--- config.mk ---
export PLATFORM = sky130hd
export DESIGN_NAME = audio_sample_fifo
export DESIGN_NICKNAME = d
export VERILOG_FILES = /design/src/rtl/audio_pkg.sv /design/src/rtl/audio_sample_fifo.sv
export SDC_FILE = /design/constraint.sdc
export NUM_CORES = 1
export LEC_CHECK = 0
export BUFFER_PORTS_ARGS = -buffer_cell sky130_fd_sc_hd__buf_2
export CAP_MARGIN = 40
export CORE_ASPECT_RATIO = 1.5
export CORE_MARGIN = 2
export CORE_UTILIZATION = 47
export CTS_CLUSTER_DIAMETER = 200
export DETAILED_ROUTE_END_ITERATION = 7
export GPL_TIMING_DRIVEN = 1
export PLACE_DENSITY = 0.62
export SYNTH_ARGS = -nofsm -noshare
export SYNTH_HDL_FRONTEND = slang
export SYNTH_SLANG_ARGS = --single-unit
--- constraint.sdc ---
create_clock -name clk -period 7.2 [get_ports clk]
set_input_delay 0.36 -clock clk [delete_from_list [all_inputs] [get_ports clk]]
set_output_delay 0.36 -clock clk [all_outputs]
set_load 0.05 [all_outputs]
--- src/rtl/audio_pkg.sv ---
// audio_pkg: shared sample type and sizing constants for the audio sample FIFO.
package audio_pkg;
   typedef logic [15:0] sample_t;
   localparam int DEFAULT_DEPTH = 16;
   localparam int DROP_CNT_W = 16;
endpackage

--- src/rtl/audio_sample_fifo.sv ---
// audio_sample_fifo: never-backpressuring audio sample FIFO; discards the oldest sample when full.
// Defining AUDIO_FIFO_DROP_COUNT_EN adds a saturating drop_count output.
module audio_sample_fifo
   import audio_pkg::*;
#(
   parameter int DEPTH = DEFAULT_DEPTH,
   parameter int WIDTH = $bits(sample_t)
) (
   input  logic                       clk,
   input  logic                       reset,
   input  logic [WIDTH-1:0]           in_data,
   input  logic                       in_valid,
   output logic                       in_ready,
   output logic [WIDTH-1:0]           out_data,
   output logic                       out_valid,
   input  logic                       out_ready,
   output logic [$clog2(DEPTH):0]     level,
   output logic                       overflow,
   input  logic                       ovf_clear
`ifdef AUDIO_FIFO_DROP_COUNT_EN
   ,
   output logic [DROP_CNT_W-1:0]      drop_count
`endif
);
   localparam int PW = $clog2(DEPTH);
   localparam int LW = PW + 1;
   localparam logic [LW-1:0] FULL = LW'(DEPTH);
   logic [WIDTH-1:0] mem [DEPTH];
   logic [PW-1:0] wr_ptr, rd_ptr, rd_next;
   logic [LW-1:0] level_next;
   logic [WIDTH-1:0] head_next;
   logic push, pop, full, drop;
   assign in_ready = reset;
   assign out_valid = level != '0;
   assign push = in_valid & in_ready;
   assign pop = out_valid & out_ready;
   assign full = level == FULL;
   assign drop = push & full & ~pop;
   assign rd_next = (pop | drop) ? rd_ptr + 1'b1 : rd_ptr;
   assign level_next = (push & ~pop & ~full) ? level + 1'b1 : (pop & ~push) ? level - 1'b1 : level;
   // Next head bypasses storage when it is the sample being written this cycle.
   assign head_next = (push && rd_next == wr_ptr) ? in_data : mem[rd_next];
   always_ff @(posedge clk)
      if (push) mem[wr_ptr] <= in_data;
   always_ff @(posedge clk or negedge reset)
      if (!reset) begin
         wr_ptr   <= '0;
         rd_ptr   <= '0;
         level    <= '0;
         out_data <= '0;
         overflow <= 1'b0;
      end else begin
         wr_ptr   <= push ? wr_ptr + 1'b1 : wr_ptr;
         rd_ptr   <= rd_next;
         level    <= level_next;
         out_data <= (level_next != '0) ? head_next : out_data;
         overflow <= drop | (overflow & ~ovf_clear);
      end
`ifdef AUDIO_FIFO_DROP_COUNT_EN
   always_ff @(posedge clk or negedge reset)
      if (!reset) drop_count <= '0;
      else drop_count <= ovf_clear ? DROP_CNT_W'(drop) :
                         (drop && drop_count != '1) ? drop_count + 1'b1 : drop_count;
`endif
endmodule

After elaboration in Yosys (flattened, before gate mapping):

Memory sizes are Yosys's and may differ from the RTL's. A register that Yosys moved wholly into a read port is not among the register bits.
Index checks and enable logic that the tools add are counted.
Widths: inputs -> output; s select.

* register bits: 14
* bits in latches: 0
* RAM bits: 256
* bits in read-only memories: 0
* input port bits: 21
* output and inout port bits: 24
* memories: 1

* add/subtract/negate cells: 4
* $mul: 0
* divide/modulo/power cells: 0
* $lt $le $gt $ge: 0
* eq/ne operators: 1
* shift-type cells: 0
* mux-type cells: 5
* bitwise operators: 14
* reductions and logical operators: 3

Memory list
* mem: depth 16, bits a word 16, read ports 1, clocked after memory_dff 1, write ports 1, RTL line audio_sample_fifo.sv:28 `logic [WIDTH-1:0] mem [DEPTH];`

Operators with widths (number)
* $mux 5: 2
* $reduce_bool 5->1: 2
* $add 4x1->4 const B: 2
* $and 1x1->1: 8
* $add 5x1->5 const B: 1
* $eq 5x5->1 const B: 1
* $sub 5x1->5 const B: 1
* $mux 4: 1
* $not 1->1: 4
* $mux 1: 2
* $or 1x1->1: 2
* $logic_not 1->1: 1

Longest topological paths before layout:

Gate-level depths: netlist of the first run.

* depth in word-level cells: 7
* gate-level depth with buffers: 16

Worst setup path after synthesis of the first run:

No wires, ideal clock.

* path type: reg2reg
* start point: register level[1]
* end point: register out_data[0], read port of mem
* setup time: 78 ps
* arrival time: 3157 ps
* data required time: 7122 ps
* setup slack: 3965 ps
* cell stages (with the launch flop): 16
* buffers on the path: 4
* clock period less this slack: 3235 ps
* path through: dfrtp_1 -> clkbuf_1 -> inv_1 -> ha_1 -> nor4b_4 -> inv_2 -> buf_6 -> nand3_4 -> o22a_4 -> xnor2_1 -> or4_1 -> buf_6 -> nand3_4 -> buf_6 -> o22ai_1 -> a21oi_1

* word-level cells in the longest chain between the ends: 7
* elaborated cells on any way between the ends: 17

RTL lines
* from (decl): RTL line audio_sample_fifo.sv:17 `output logic [$clog2(DEPTH):0] level,`
* from (signal assigned): RTL line audio_sample_fifo.sv:55 `level <= level_next;`
* $reduce_bool 5->1 *: RTL line audio_sample_fifo.sv:34 `assign out_valid = level != '0;`
* net out_valid: RTL line audio_sample_fifo.sv:15 `output logic out_valid,`
* $and 1x1->1 *: RTL line audio_sample_fifo.sv:36 `assign pop = out_valid & out_ready;`
* $not 1->1: RTL line audio_sample_fifo.sv:40 `assign level_next = (push & ~pop & ~full) ? level + 1'b1 : (pop & ~push) ? level - 1'b1 : level;`
* $and 1x1->1 (2 in series): RTL line audio_sample_fifo.sv:40
* $mux 5 *: RTL line audio_sample_fifo.sv:40
* net level_next[2]: RTL line audio_sample_fifo.sv:30 `logic [LW-1:0] level_next;`
* $reduce_bool 5->1 *: RTL line audio_sample_fifo.sv:56 `out_data <= (level_next != '0) ? head_next : out_data;`
* to (decl): RTL line audio_sample_fifo.sv:14 `output logic [WIDTH-1:0] out_data,`

The timed path passes the listed nets; every way through them passes the cells marked *.
A chain may end at the register's enable or synchronous reset.

Worst setup path after layout of the first run:

* start point: input port reset
* end point: register out_data[5], read port of mem

* word-level cells in the longest chain between the ends: 6
* elaborated cells on any way between the ends: 12

RTL lines
* from (decl): RTL line audio_sample_fifo.sv:10 `input logic reset,`
* $and 1x1->1 *: RTL line audio_sample_fifo.sv:35 `assign push = in_valid & in_ready;`
* $not 1->1: RTL line audio_sample_fifo.sv:40
* $and 1x1->1: RTL line audio_sample_fifo.sv:40
* $mux 5 (2 in series): RTL line audio_sample_fifo.sv:40
* $reduce_bool 5->1: RTL line audio_sample_fifo.sv:56

Mark *: on every way between the ends. The rest lies on a longest branch, timed or not.

==> impl_metrics.tcl, run 1 <==
set metrics [dict create \
    status "completed" \
    firstDrtPassIters 5 \
    grt_pass1_vias 7463 \
    crit_path_max_fanout 59 \
    cts_max_level 1 \
    crit_buf_inv 6 \
    hold_viol 0 \
    drcViolationCount 0 \
    finalInstanceArea_um2 13540 \
    synth_area_um2 11870 \
    antenna_found_initial 0 \
    root_buffer "clkbuf_16" \
    tightest_slew_ns 0.9330 \
    synth-seq-area-share_pct 71.11 \
    cp_data_arrival_time_ns 5.36 \
    numCtsBuffers 27 \
    grt_setup_unrepaired "false" \
    crit_cells 14 \
    grtUsageTotal_pct 22.87 \
    syn_to_final_growth_pct 14.14 \
    worstPathRequired_ns 7.62 \
    path_common_cell "buf_4" \
    routed_wl_um 30060 \
    max_freq_mhz 202.5 \
    core_um2 24960 \
    setup_viol 0 \
    drt_iter0_drc 778 \
    swShare_pct 38.53 \
    fin_nets 945 \
    postRouteAntennaNets 0 \
    cellPowerDensity_nw_per_um2 426.2 \
    rrSetupSlack_ns 2.51 \
    r2r_cells 14 \
    placed_area_um2 12580 \
    ys_types 57 \
    wl_per_cell_um 23.74 \
    seq_power_share_pct 36.5 \
    gp_congestion 0.8051 \
    drive_gt1_share_pct 16.10 \
    p_int_mw 3.548 \
    finalCritPeriodShare_pct 68.59 \
    ys.flop_type "edfxtp_1" \
    yosysWarnings 0 \
    period_minus_slack_ns 4.939 \
    cts_tree "yes" \
    ios 45 \
    grt_pass1_wl_um 45100 \
    cp_cell_sequence "dlygate4sd3_1 > buf_2 > buf_4 > and2_1 > nand2_1 > mux2i_4 > buf_4 > nand2_1 > inv_2 > buf_4 > mux2i_1 > o22ai_1 > nor4_1 > a21oi_1" \
    skew_ns 0.02965 \
    hold_class "input pin to flip-flop" \
    viasPerCell 6.003 \
    cts_max_path_buffers 3 \
    combPwrFrac_pct 37.4 \
    switchingPower_mw 2.224 \
    syn_nets 896 \
    clock_latency_ns 0.57 \
    dieArea_um2 26560 \
    tns_ns 0 \
    cp_top_family "buffers and inverters" \
    clock_sinks 286 \
    critPathKind "input pin to flip-flop" \
    synth_seq_cells 286 \
    slowest_delay_ns 0.66 \
    ctsResizeCount 0 \
    slew_violations 0 \
    hold_ws_ns 0.1818 \
    grt_overflow 0 \
    hpwl_um 18070 \
    fp.dieH_um 198.6 \
    start_util_pct 47.54 \
    ir_drop_mv 0.2516 \
    clock_power_share_pct 26.2 \
    final_cell_mix "edfxtp_1, nand3_1, nand2_1" \
    hold_depth 1 \
    maxCapViolations 0 \
    finalCoreUtilization_pct 54.26 \
    n_antenna_cell 0 \
    worst_setup_path_end_kind "flip-flop" \
    relSlewSlack_pct 37.65 \
    synth_edf_count 256 \
    layout_commonest_cell "edfxtp_1" \
    portBuffers 44 \
    num_rows 71 \
    syn_area_per_cell_um2 13.67 \
    crit_path_start_kind "input pin" \
    synthArstFlopShare_pct 10.49 \
    syn-instance-count 868 \
    die_w_um 133.7 \
    clk_pin_slew_ns 0.07 \
    crit_path_top_delay_cell "and2_1" \
    p_leak_nw 4.533 \
    grt_start_max_net_pins 60 \
    dr_total_vias 7600 \
]
-- metal layers --
metal / track usage [%] / vias to the layer above / share of wire (%)
met5: 0 / - / 0
li1: - / 3426 / -
met4: 8.708 / 0 / 3.7
met1: 29.37 / 3800 / 40
met2: 40.13 / 303 / 51
met3: 2.294 / 71 / 5.7
-- cells by family (layout without fill, tap and decap cells) --
logic type,after synthesis,count (layout),synth area share (%)
mux,36,36,3.068
fa+ha+maj,7,7,0.7381
buf+inv,69,139,2.805
flops,286,286,71.11
compound gates,186,186,9.458
xor+xnor,10,10,1.097
simple gates,274,274,11.72
-- per-stage QoR --
step           power [mW]  std cells  setup slack, ns
2_1_floorplan       3.615        868            3.965
3_3_place_gp        4.237       1206            2.413
3_5_place_dp        4.293       1214            2.296
4_1_cts             5.790       1266            2.327
5_1_grt             6.038       1266            1.913
6_report            5.772       1266            2.261
-- power groups by stage --
stage	combinational, mW	sequential (mW)	clock, mW
final	2.16	2.11	1.51
after detailed placement	2.15	2.14	0
after CTS	2.16	2.11	1.52
after global routing	2.33	2.12	1.59
after floorplan	1.33	2.28	0
after global placement	2.10	2.14	0
-- cells in the mapped netlist (5+ instances only) --
cell type | count | area (µm²)
mux2i_1 | 33 | 330.3
xnor2_1 | 6 | 52.55
nor2_1 | 19 | 71.32
o21ai_0 | 60 | 300.3
o22ai_1 | 33 | 206.5
inv_1 | 9 | 33.78
nor3_1 | 6 | 30.03
nand3_1 | 105 | 525.5
and4_1 | 14 | 122.6
a31oi_1 | 17 | 106.4
nor4_1 | 15 | 93.84
buf_6 | 5 | 56.30
a21oi_1 | 55 | 275.3
dfrtp_1 | 30 | 750.7
buf_2 | 17 | 85.08
ha_1 | 7 | 87.58
buf_1 | 6 | 22.52
clkbuf_1 | 26 | 97.59
edfxtp_1 | 256 | 7687
nand2_1 | 93 | 349.1
-- flip-flops by register name, summed over array words and instances, names as in the netlist --
signal,flops
level,5
mem,256
out_data,16
overflow,1
rd_ptr,4
wr_ptr,4
-- worst reg2reg max path: cells and delay by family, from the launching register on --
family	cells	cell delay, ns
buffers and inverters	5	2.08
multiplexers	2	0.43
adder cells (fa/ha/maj)	1	0.21
AO/OA/AOI/OAI	2	0.23
AND/OR/NAND/NOR	4	1.12
flip-flops	1	0.49
-- final timing paths --
check,endpoint,startpoint
max,out_data[5],reset
min,mem[1][7],in_data[7]
max reg2reg,out_data[5],level[1]
min reg2reg,overflow,overflow
max in group asynchronous,rd_ptr[2],reset
min in group asynchronous,out_data[15],reset
-- layout make-up --
type	instances	area, µm²
Tap cell	328	410.4
Sequential cell	286	8438
Timing Repair Buffer	78	534.3
Inverter	11	41.29
Fill cell	2056	11420
Clock inverter	16	226.5
Clock buffer	34	721.9
Multi-Input combinational cell	513	3172
-- timing repair --
action	CTS	global route
setup buffers	0	0
endpoints found under the hold margin	31	0
hold buffers	2	0
Power figures use the tool's default switching activity.
==> run 2: changes to the inputs <==
--- a/config.mk
+++ b/config.mk
@@ -5,6 +5,7 @@
 export SDC_FILE = /design/constraint.sdc
 export NUM_CORES = 1
 export LEC_CHECK = 0
+export ABC_AREA = 1
 export BUFFER_PORTS_ARGS = -buffer_cell sky130_fd_sc_hd__buf_2
 export CAP_MARGIN = 40
 export CORE_ASPECT_RATIO = 1.5
@@ -13,7 +14,7 @@
 export CTS_CLUSTER_DIAMETER = 200
 export DETAILED_ROUTE_END_ITERATION = 7
 export GPL_TIMING_DRIVEN = 1
-export PLACE_DENSITY = 0.62
+export PLACE_DENSITY = 0.65
 export SYNTH_ARGS = -nofsm -noshare
 export SYNTH_HDL_FRONTEND = slang
 export SYNTH_SLANG_ARGS = --single-unit
==> constraint.sdc (replaced) <==
create_clock -name clk -period 4.35 [get_ports clk]
set_input_delay 0.2175 -clock clk [delete_from_list [all_inputs] [get_ports clk]]
set_output_delay 0.2175 -clock clk [all_outputs]
set_load 0.05 [all_outputs]
==> impl_metrics.tcl, run 2 <==
set metrics [dict create \
    layout_commonest_cell "nand3_1" \
    dieArea_um2 28970 \
    cts_max_path_buffers 3 \
    hold_class "input pin to flip-flop" \
    cts_max_level 1 \
    synth.most_common_cell "nand3_1" \
    drcViolationCount 0 \
    tns_ns 0 \
    numCtsBuffers 26 \
    crit_path_start_kind "flip-flop" \
    worstPathRequired_ns 4.78 \
    setup_viol 0 \
    yosysWarnings 0 \
    cp_cell_sequence "inv_1 > ha_1 > nand3_2 > nand2_4 > nand3_4 > nand2_4 > buf_4 > nand2_1 > nand3_1 > nand3_1 > nand3_1 > nand3_1 > nand2_1 > nand2_1" \
    postRouteAntennaNets 0 \
    ir_drop_mv 0.4069 \
    regMostFlops "mem" \
    max_freq_mhz 285.3 \
    cp_top_family "simple AND/OR/NAND/NOR gates" \
    wl_per_cell_um 19.83 \
    path_common_cell "nand3_1" \
    clock_power_share_pct 23.1 \
    synth-seq-area-share_pct 65.05 \
    antenna_found_initial 2 \
    crit_path_max_fanout 54 \
    syn_to_final_growth_pct 12.18 \
    grt_setup_unrepaired "false" \
    syn_area_per_cell_um2 10.36 \
    p_leak_nw 6.105 \
    yosysTopAreaCell "edfxtp_1" \
    synth_common_cells "nand3_1, edfxtp_1, inv_1" \
    routed_wl_um 32830 \
    syn_nets 1280 \
    drive_gt1_share_pct 11.49 \
    die_w_um 139.7 \
    viasPerCell 5.423 \
    portBuffers 44 \
    syn-instance-count 1252 \
    grtUsageTotal_pct 22.77 \
    period_minus_slack_ns 3.505 \
    power_mw 9.979 \
    status "completed" \
    slew_violations 0 \
    gp_congestion 0.9024 \
    dr_total_vias 8980 \
    finalCritPeriodShare_pct 80.56 \
    firstDrtPassIters 5 \
    synth_edf_count 256 \
    crit_buf_inv 2 \
    num_rows 74 \
    fin_nets 1322 \
    synthArstFlopShare_pct 10.49 \
    final_cell_mix "nand3_1, edfxtp_1, inv_1" \
    multi_input_area_um2 3452 \
    cts_setup_buffers 0 \
    fillers 2404 \
    n_antenna_cell 0 \
    clock_sinks 286 \
    root_buffer "clkbuf_16" \
    ys_types 32 \
    hold_viol 0 \
    drt_iter0_drc 919 \
    cp_data_arrival_time_ns 3.93 \
    clock_latency_ns 0.55 \
    ctsResizeCount 0 \
    ys.flop_type "edfxtp_1" \
    swShare_pct 42.11 \
    clk_pin_slew_ns 0.07 \
    hpwl_um 19930 \
    yosys.area.top_type_share_pct 59.26 \
    cts_tree "yes" \
    synth_area_leaders "edfxtp_1, nand3_1, inv_1" \
    start_util_pct 47.66 \
    fp.dieH_um 207.5 \
    ios 45 \
    worst_setup_path_end_kind "flip-flop" \
    grt_pass1_vias 8809 \
    cellPowerDensity_nw_per_um2 685.7 \
    switchingPower_mw 4.202 \
    core_um2 27220 \
    ff_latch_area_um2 8438 \
    maxCapViolations 0 \
    slowest_delay_ns 0.58 \
    largest_reg_flops 256 \
    critPathKind "flip-flop to flip-flop" \
    crit_path_top_delay_cell "buf_4" \
    synth_area_um2 12970 \
    combPwrFrac_pct 42.0 \
    p_int_mw 5.776 \
    grt_pass1_wl_um 50480 \
    tightest_slew_ns 0.8134 \
    grt_start_max_net_pins 72 \
    relSlewSlack_pct 45.77 \
    seq_power_share_pct 34.9 \
    grt_overflow 0 \
    largest_registers "mem (256), out_data (16), level (5)" \
    synth_seq_cells 286 \
    skew_ns 0.02388 \
]
## run 2: cell count changes after synthesis, moves of 34 or more
| cell | before | now |
|---|---|---|
| nand3_1 | 105 | 311 |
| nor2_1 | 19 | 53 |
| a21oi_1 | 55 | 4 |
| inv_1 | 9 | 213 |
| o21ai_0 | 60 | 6 |
| nand3b_1 | 0 | 65 |
| nand2_1 | 93 | 206 |
## run 2: timing repair
item	4_1_cts	5_1_grt
setup endpoints to repair	0	0
endpoints found under the hold margin	31	0
hold buffers	3	0
## run 2: power groups by stage
| stage | sequential [mW] | clock [mW] | combinational [mW] |
|---|---|---|---|
| after global placement | 3.53 | 0 | 4.14 |
| final | 3.48 | 2.30 | 4.19 |
| after global routing | 3.50 | 2.44 | 4.64 |
| after floorplan | 3.79 | 0 | 2.68 |
| after detailed placement | 3.53 | 0 | 4.20 |
| after CTS | 3.48 | 2.33 | 4.20 |
## run 2: worst register-to-register path, stage by stage, from the launching register on
cell and delay, ns:
dfrtp_1 0.42, inv_1 0.11, ha_1 0.24, nand3_2 0.13
nand2_4 0.13, nand3_4 0.50, nand2_4 0.55, buf_4 0.59
nand2_1 0.16, nand3_1 0.11, nand3_1 0.13, nand3_1 0.11
nand3_1 0.08, nand2_1 0.08, nand2_1 0.05
## run 2: final cells by class
cell class / instances / area share (%)
Inverter: 215 / 5.546
Timing Repair Buffer: 85 / 3.981
Multi-Input combinational cell: 680 / 23.72
Tap cell: 342 / 2.940
Sequential cell: 286 / 57.98
Clock inverter: 11 / 0.7136
Clock buffer: 37 / 5.116
## run 2: per-stage QoR
stage	util [%]	cells	setup WS [ns]	instance area, µm²	hold slack, ns
final	53.46	1656	0.8455	14550	0.03866
after global routing	53.46	1656	0.5250	14550	0.05847
after CTS	53.46	1656	0.8302	14550	0.03307
after detailed placement	50.23	1605	0.8481	13670	0.3211
after global placement	50.04	1602	0.9614	13620	0.3287
after floorplan	-	1252	1.704	12970	-0.07809
## run 2: routing by layer
metal,wire length (µm),up-vias,global-route usage [%]
li1,-,4256,-
met1,12180,4306,26.55
met2,16980,315,40.26
met3,1780,99,3.045
met4,1858,4,12.79
met5,30,-,0
## run 2: kinds of logic after synthesis
| logic type | synth area share (%) |
|---|---|
| buf+inv | 8.922 |
| compound gates | 0.7717 |
| simple gates | 24.05 |
| flops | 65.05 |
| fa+ha+maj | 0.6751 |
| xor+xnor | 0.5401 |
## run 2: worst paths after layout
check / from / end / slack [ns] / cells after the start
min reg2reg: out_data[11] / out_data[11] / 0.48 / 2
min in group asynchronous: reset / wr_ptr[3] / 0.28 / 3
max in group asynchronous: reset / out_data[6] / 3.72 / 3
max: level[0] / out_data[1] / 0.85 / 14
min: in_valid / wr_ptr[0] / 0.04 / 3
max reg2reg: level[0] / out_data[1] / 0.85 / 14
==> run 3: changes to the inputs <==
==> constraint.sdc (replaced) <==
create_clock -name clk -period 2.92 [get_ports clk]
set_input_delay 0.146 -clock clk [delete_from_list [all_inputs] [get_ports clk]]
set_output_delay 0.146 -clock clk [all_outputs]
set_load 0.05 [all_outputs]
==> impl_metrics.tcl, run 3 (same netlist as run 2, synthesis figures left out) <==
set metrics [dict create \
    num_rows 74 \
    tightest_slew_ns 0.8648 \
    grtUsageTotal_pct 22.99 \
    routed_wl_um 33770 \
    skew_ns 0.02107 \
    cp_data_arrival_time_ns 3.16 \
    slew_violations 0 \
    die_w_um 139.7 \
    final_cell_mix "nand3_1, edfxtp_1, inv_1" \
    fp.dieH_um 207.5 \
    hold_ws_ns 0.01883 \
    p_int_mw 8.862 \
    cts_setup_buffers 0 \
    grt_setup_unrepaired "false" \
    syn_to_final_growth_pct 13.96 \
    dr_total_vias 9113 \
    start_util_pct 47.66 \
    finalCritPeriodShare_pct 93.50 \
    cp_top_family "simple AND/OR/NAND/NOR gates" \
    drcViolationCount 0 \
    largest_registers "mem (256), out_data (16), level (5)" \
    swShare_pct 41.94 \
    grt_start_max_net_pins 129 \
    viasPerCell 5.463 \
    worst_setup_path_end_kind "flip-flop" \
    cts_max_path_buffers 3 \
    antenna_found_initial 2 \
    cts_max_level 1 \
    numCtsBuffers 27 \
    cp_cell_sequence "inv_1 > ha_1 > nand4_2 > nand3_4 > buf_12 > nand3_1 > nand3_1 > nand3_1 > nand3_1 > nand3_1 > nand2_1 > nand2_1" \
    clock_latency_ns 0.55 \
    grt_overflow 0 \
    ir_drop_mv 0.6708 \
    p_leak_nw 6.203 \
    postRouteAntennaNets 0 \
    max_freq_mhz 366.3 \
    firstDrtPassIters 5 \
    crit_path_start_kind "flip-flop" \
    crit_buf_inv 2 \
    fin_nets 1333 \
    dieArea_um2 28970 \
    setup_viol 0 \
    status "completed" \
    crit_path_top_delay_cell "buf_12" \
    root_buffer "clkbuf_16" \
    tns_ns 0 \
    finalCoreUtilization_pct 54.31 \
    worstPathRequired_ns 3.35 \
    largest_reg_flops 256 \
    clk_pin_slew_ns 0.06 \
    relSlewSlack_pct 42.03 \
    portBuffers 44 \
    period_minus_slack_ns 2.730 \
    wl_per_cell_um 20.24 \
    seq_power_share_pct 34.0 \
    crit_path_max_fanout 128 \
    slowest_delay_ns 0.46 \
    drt_iter0_drc 946 \
    regMostFlops "mem" \
    fillers 2400 \
    hold_class "input pin to flip-flop" \
    switchingPower_mw 6.402 \
    grt_pass1_wl_um 51300 \
    hpwl_um 19500 \
    power_mw 15.26 \
    maxCapViolations 0 \
    combPwrFrac_pct 42.8 \
    cts_tree "yes" \
    path_common_cell "nand3_1" \
    gp_congestion 0.9248 \
    hold_viol 0 \
    clock_sinks 286 \
    drive_gt1_share_pct 11.77 \
    grt_pass1_vias 9051 \
    cellPowerDensity_nw_per_um2 1033 \
    ios 45 \
    layout_commonest_cell "nand3_1" \
    clock_power_share_pct 23.2 \
    critPathKind "flip-flop to flip-flop" \
    core_um2 27220 \
]
[run 3: area by class of cell]
type | instances | area, µm² | share of cell area, %
Multi-Input combinational cell | 680 | 3452 | 23.35
Clock inverter | 13 | 117.6 | 0.7956
Inverter | 215 | 809.5 | 5.476
Clock buffer | 36 | 782.0 | 5.290
Sequential cell | 286 | 8438 | 57.08
Tap cell | 342 | 427.9 | 2.895
Antenna cell | 1 | 2.502 | 0.01693
Timing Repair Buffer | 95 | 753.2 | 5.095
[run 3: per-stage QoR]
stage          setup slack [ns]  cells  cell area [µm²]
4_1_cts                 0.08430   1665            14710
3_3_place_gp             0.1859   1604            13690
6_report                 0.1898   1668            14780
2_1_floorplan            0.2743   1252            12970
3_5_place_dp             0.1065   1604            13690
5_1_grt                 0.02096   1667            14780
[run 3: timing repair]
item,4_1_cts,5_1_grt
hold endpoints to repair,136,0
hold buffers,12,0
endpoints found under the setup margin,0,15
gates resized for setup,0,6
[run 3: worst register-to-register path, delay by kind of cell (launching register included)]
kind / cells / cell delay [ns]
flops: 1 / 0.43
buf+inv: 2 / 0.58
fa+ha+maj: 1 / 0.24
simple gates: 9 / 1.37
[run 3: final timing paths]
| check | from | endpoint | slack, ns | cells after the start |
|---|---|---|---|---|
| max | level[0] | out_data[8] | 0.19 | 12 |
| min in group asynchronous | reset | out_data[11] | 0.21 | 3 |
| min reg2reg | out_data[8] | out_data[8] | 0.48 | 2 |
| max reg2reg | level[0] | out_data[8] | 0.19 | 12 |
| min | in_valid | wr_ptr[0] | 0.02 | 3 |
| max in group asynchronous | reset | out_data[0] | 2.35 | 3 |
[run 3: per-layer routing]
metal	vias up	part of all wire [%]	global-route usage [%]
met3	90	5.7	3.206
met5	-	0.074	0
li1	4284	-	-
met2	271	51	40.35
met4	4	5.1	11.62
met1	4464	38	27.60
[run 3: power groups by stage]
stage	registers [mW]	logic, mW	clock network (mW)
after floorplan	5.64	3.99	0
after global placement	5.26	6.32	0
after detailed placement	5.27	6.38	0
after CTS	5.18	6.41	3.60
after global routing	5.21	7.19	3.76
final	5.19	6.53	3.54
